$ cat src/rtl/fifo_stream_reader.sv
// Read-side adapter for the cross-clock FIFO: drains the fixed-latency read port
// into a valid/ready stream through a skid buffer that covers every in-flight read.
module fifo_stream_reader #(
    parameter int unsigned WIDTH        = 16,
    parameter int unsigned ADDR_BITS    = 4,
    parameter int unsigned READ_LATENCY = 2
) (
    input  logic                 clk,
    input  logic                 reset,
    output logic                 fifo_rd_en,
    input  logic [WIDTH-1:0]     fifo_rd_data,
    input  logic                 fifo_rd_empty,
    input  logic [ADDR_BITS:0]   fifo_rd_size,
    output logic                 out_valid,
    input  logic                 out_ready,
    output logic [WIDTH-1:0]     out_data,
    output logic [31:0]          words_sent,
    output logic                 rd_underflow_err
);
    localparam int unsigned SKID_DEPTH = READ_LATENCY + 2;
    localparam int unsigned PTR_W      = $clog2(SKID_DEPTH);
    localparam int unsigned CNT_W      = $clog2(SKID_DEPTH + 1);
    localparam int unsigned SUM_W      = CNT_W + 1;

    logic [READ_LATENCY-1:0] sr_q, sr_d;
    logic [WIDTH-1:0]        mem_q [SKID_DEPTH];
    logic [WIDTH-1:0]        mem_d [SKID_DEPTH];
    logic [PTR_W-1:0]        wr_ptr_q, wr_ptr_d;
    logic [PTR_W-1:0]        rd_ptr_q, rd_ptr_d;
    logic [CNT_W-1:0]        count_q, count_d;
    logic [31:0]             words_sent_q, words_sent_d;
    logic                    rd_underflow_err_q, rd_underflow_err_d;

    logic [CNT_W-1:0]        inflight_c;
    logic [SUM_W-1:0]        occupancy_c;
    logic                    push_c;
    logic                    pop_c;

    // Occupancy is informational only; flow control uses the empty flag.
    logic unused_size_c;
    assign unused_size_c = ^fifo_rd_size;

    function automatic logic [PTR_W-1:0] ptr_inc(input logic [PTR_W-1:0] p);
        return (p == PTR_W'(SKID_DEPTH - 1)) ? '0 : p + PTR_W'(1);
    endfunction

    // Issue only when every outstanding read is guaranteed a buffer slot.
    always_comb begin
        inflight_c = '0;
        for (int i = 0; i < int'(READ_LATENCY); i++) begin
            inflight_c = inflight_c + CNT_W'(sr_q[i]);
        end
        occupancy_c = SUM_W'(inflight_c) + SUM_W'(count_q);
        fifo_rd_en  = !fifo_rd_empty && (occupancy_c < SUM_W'(SKID_DEPTH)) && !reset;
    end

    always_comb begin
        push_c = sr_q[READ_LATENCY-1];
        pop_c  = (count_q != '0) && out_ready;

        sr_d[0] = fifo_rd_en;
        for (int i = 1; i < int'(READ_LATENCY); i++) begin
            sr_d[i] = sr_q[i-1];
        end

        mem_d    = mem_q;
        wr_ptr_d = wr_ptr_q;
        rd_ptr_d = rd_ptr_q;
        count_d  = count_q;

        if (push_c) begin
            mem_d[wr_ptr_q] = fifo_rd_data;
            wr_ptr_d        = ptr_inc(wr_ptr_q);
        end
        if (pop_c) begin
            rd_ptr_d = ptr_inc(rd_ptr_q);
        end

        case ({push_c, pop_c})
            2'b10:   count_d = count_q + CNT_W'(1);
            2'b01:   count_d = count_q - CNT_W'(1);
            default: count_d = count_q;
        endcase

        words_sent_d       = words_sent_q + 32'(pop_c);
        rd_underflow_err_d = rd_underflow_err_q | (fifo_rd_en & fifo_rd_empty);
    end

    // Reset drops the inflight bits, so data from pre-reset reads is never captured.
    always_ff @(posedge clk) begin
        if (reset) begin
            sr_q               <= '0;
            mem_q              <= '{default: '0};
            wr_ptr_q           <= '0;
            rd_ptr_q           <= '0;
            count_q            <= '0;
            words_sent_q       <= '0;
            rd_underflow_err_q <= 1'b0;
        end else begin
            sr_q               <= sr_d;
            mem_q              <= mem_d;
            wr_ptr_q           <= wr_ptr_d;
            rd_ptr_q           <= rd_ptr_d;
            count_q            <= count_d;
            words_sent_q       <= words_sent_d;
            rd_underflow_err_q <= rd_underflow_err_d;
        end
    end

    assign out_valid        = (count_q != '0);
    assign out_data         = mem_q[rd_ptr_q];
    assign words_sent       = words_sent_q;
    assign rd_underflow_err = rd_underflow_err_q;

endmodule

$ cat config.mk
export PLATFORM = sky130hd
export DESIGN_NAME = fifo_stream_reader
export DESIGN_NICKNAME = d
export VERILOG_FILES = /design/src/rtl/fifo_stream_reader.sv
export SDC_FILE = /design/constraint.sdc
export NUM_CORES = 1
export LEC_CHECK = 0
export CORE_ASPECT_RATIO = 0.9
export CORE_UTILIZATION = 48
export DETAILED_ROUTE_END_ITERATION = 6
export GPL_TIMING_DRIVEN = 1
export PLACE_DENSITY = 0.76
export SETUP_SLACK_MARGIN = 0.05
export SLEW_MARGIN = 20
export SYNTH_ARGS = -nofsm -noshare
export SYNTH_HDL_FRONTEND = slang
export SYNTH_SLANG_ARGS = --single-unit
$ cat constraint.sdc
create_clock -name clk -period 2.4 [get_ports clk]
set_input_delay 0.24 -clock clk [delete_from_list [all_inputs] [get_ports clk]]
set_output_delay 0.24 -clock clk [all_outputs]
set_load 0.05 [all_outputs]
==> metrics.md <==
| Metric | Value |
|---|---|
| Status | completed |
| Clock latency at the later pin of the worst-skew pair | 0.37 ns |
| Pwr dens | 635 nW/um^2 |
| Final Setup Violations | 0 |
| CTS root buffer | clkbuf_8 |
| Post-synthesis adder-cell area fraction | 2.93% |
| Die area | 9810 um^2 |
| Complex-gate fraction of the synthesized area | 13.5% |
| Reg2reg setup slack | 0.11 ns |
| Post-synthesis sequential area ratio | 47.0% |
| Number of flops mapped to enable cells by yosys | 0 |
| Hold EP | count_q[1]$_SDFFE_PP0P_ |
| WL per Instance | 14.9 um |
| CP Data Required Time | 2.70 ns |
| TritonCTS buffer count | 9 |
| CP max-delay cell | or4_4 |
| Max Cap Violations | 0 |
| Drt drc | 0 |
| Vias in the first global route | 3986 |
| Final Critical Period | 2.29 ns |
| Overall power | 3560 uW |
| FF+latch area | 2130 um^2 |
| Period utilization | 95.6% |
| Max-slew violations | 0 |
| Worst Min Path Start | reset |
| Via count | 3985 |
| Hold Path Class | in2reg |
| Final-layout fill cell count | 794 |
| Yosys top cell by area | dfxtp_1 |
| Post-CTS Hold Fix Bufs | 0 |
| Syn avg cell area | 8.54 um^2 |
| First-pass GRT wire length | 18200 um |
| Starting Density | 49.5% |
| Drt first pass iters | 5 |
| Leakage | 0.00180 uW |
| Cell area after layout | 5600 um^2 |
| Critical path class | reg2reg |
| Syn Nets | 564 |
| Cells after Synth | 529 |
| Area added between synthesis and finish | 23.9% |
| Total track usage | 23.2% |
| FFs w/ async S/R, synth | 0% |
| FF-to-FF End | words_sent[14]$_SDFF_PP0_ |
| Worst Path Arrival | 2.59 ns |
| Worst Path Max Fanout | 11 |
| Setup tns final | 0 ns |
| RSZ-0062 raised after global routing | no |
| CP startpoint kind | flip-flop |
| Critical path, cell by cell | or3_4 > nand2_2 > inv_2 > ha_4 > ha_4 > nand2_1 > or4_4 > buf_8 > buf_4 > or3_1 > a21oi_2 |
| Post-route ant nets | 0 |
| TritonCTS Sinks | 106 |
| Area of the multi-input gates | 2270 um^2 |
| Total Wirelength | 10800 um |
| Share of cells above drive strength 1 | 14.3% |
| Chip width | 104 um |
| Area fraction of the dominant cell type after synthesis | 47.0% |
| Pre-CTS WS | -0.207 ns |
| Reg2reg start | count_q[2]$_SDFFE_PP0P_ |
| Worst Skew | 0.0150 ns |
| GR Overflow Total | 0 |
| Mapped Area | 4520 um^2 |
| Cell Rows | 33 |
| Peak supply drop | 368 uV |
| Hpwl dp | 6910 um |
| Post-synthesis mux area share | 8.19% |
| H-tree depth | 3 |
| Worst Path Buf+Inv | 3 |
| TritonCTS clock tree | yes |
| Reg2Reg Depth | 11 |
| DP Area | 5360 um^2 |
| Antenna diodes | 0 |
| Final #Nets | 631 |
| Measured slew at the worst slew-check pin | 0.768 ns |
| Slowest stage delay, CP | 0.49 ns |
| Die Height | 94.1 um |
| Final worst slack | 0.107 ns |
| Critical path's top delay family | simple AND/OR/NAND/NOR gates |
| Area contributors post-synth | dfxtp_1, nand2_1, a21oi_1, mux4_2, ha_1 |
| Detailed Route Iter0 Violations | 227 |
| CP most frequent cell | ha_4 |
| Largest family of logic cells by synthesized area | simple AND/OR/NAND/NOR gates |
| RePlAce Congestion | 0.801 |
| Yosys Warn Count | 0 |
| Vias per std cell | 5.51 |
| Largest net degree at the start of global routing | 59 |
| Primary FF master, synth | dfxtp_1 |
| Clk pin slew, worst setup/hold paths | 0.10 ns |
| Post-synthesis xor/xnor area fraction | 1.94% |
| Max Root-Sink Buffers | 2 |
| Final hold vios | 0 |
| Core footprint | 9130 um^2 |
| Fmax | 436 MHz |
| Initial antenna violation count | 0 |
| I/O Buffers | 70 |
| I/O Pins | 76 |
| CP Capture Type | flip-flop |
| Post-synthesis cell type count | 28 |
| Post-synthesis register bit count | 106 |
| Simple-Gate Fraction of Synth Area | 22.6% |
| Max-slew headroom | 48.8% |
| Worst hold path depth | 2 |
-- metal layers --
layer  track usage (%)  routed length (um)
met4              7.86                 106
met5                 0                   0
met1              29.0                4710
met3              4.65                 652
met2              40.0                5290
-- cell usage after synthesis, types with 9 or more instances --
cell type	number
nand2_1	148
ha_1	9
or4_1	15
or3_1	12
a21oi_1	92
clkbuf_1	28
inv_1	11
dfxtp_1	106
nor2_1	14
mux4_2	16
o31ai_1	13
nand3_1	9
-- metrics by stage --
| stage | util, % | instances | hold slack (ns) |
|---|---|---|---|
| 2_1_floorplan | - | 529 | 0.319 |
| 4_1_cts | 60.9 | 720 | 0.348 |
| 5_1_grt | 61.4 | 723 | 0.391 |
| 6_report | 61.4 | 723 | 0.363 |
| 3_5_place_dp | 58.7 | 703 | 0.445 |
| 3_3_place_gp | 58.7 | 703 | 0.438 |
-- repair_timing --
| item | 4_1_cts | 5_1_grt |
|---|---|---|
| pin swaps | 0 | 1 |
| gates resized for setup | 3 | 6 |
| endpoints found under the setup margin | 1 | 8 |
| buffers inserted | 1 | 3 |
-- state kept, by name, indices dropped and copies added, names as in the netlist --
name              cells
count_q               3
rd_underflow_err      1
mem_q                64
words_sent           32
wr_ptr_q              2
rd_ptr_q              2
sr_q                  2
-- power breakdown --
group	switching, uW	internal, uW
registers	35.5	1810
clock network	611	436
logic	387	281
total	1030	2520
-- cell usage in the layout (no fill, tap or decap), types with 13 or more instances in the layout --
cell / n
a21oi_1: 89
buf_4: 38
clkdlybuf4s50_1: 52
dfxtp_1: 103
mux4_2: 16
nand2_1: 147
nor2_1: 14
o31ai_1: 13
or4_1: 14
-- cell type report --
class / count / share of cell area [%]
multi-input cells: 377 / 40.6
inverters: 11 / 0.737
clock buffers: 11 / 2.70
clock inverters: 5 / 0.648
repair buffers: 91 / 14.7
flip-flops and latches: 106 / 37.9
well taps: 122 / 2.73
-- worst max path at each step --
stage               cells past startpoint                        end               startpoint  slack [ns]
finish                                 11  words_sent[14]$_SDFF_PP0_  count_q[2]$_SDFFE_PP0P_        0.11
global placement                       10  words_sent[30]$_SDFF_PP0_                out_ready       -0.19
detailed placement                     10  words_sent[30]$_SDFF_PP0_                out_ready       -0.21
CTS                                    10  words_sent[30]$_SDFF_PP0_  count_q[1]$_SDFFE_PP0P_        0.09
global route                           11  words_sent[14]$_SDFF_PP0_  count_q[2]$_SDFFE_PP0P_       0.007
floorplan                              10  words_sent[30]$_SDFF_PP0_  count_q[2]$_SDFFE_PP0P_       -0.03
-- logic make-up (layout without fill, tap and decap cells) --
group	after synthesis	in the layout
muxes	17	17
adders and majority gates	10	10
DFF	106	106
AOI/OAI and AO/OA	115	115
xor gates and xnor gates	10	10
and+or+nand+nor	225	225
buffers and inverters	46	118
No activity file was read; power rests on OpenSTA's default activity.
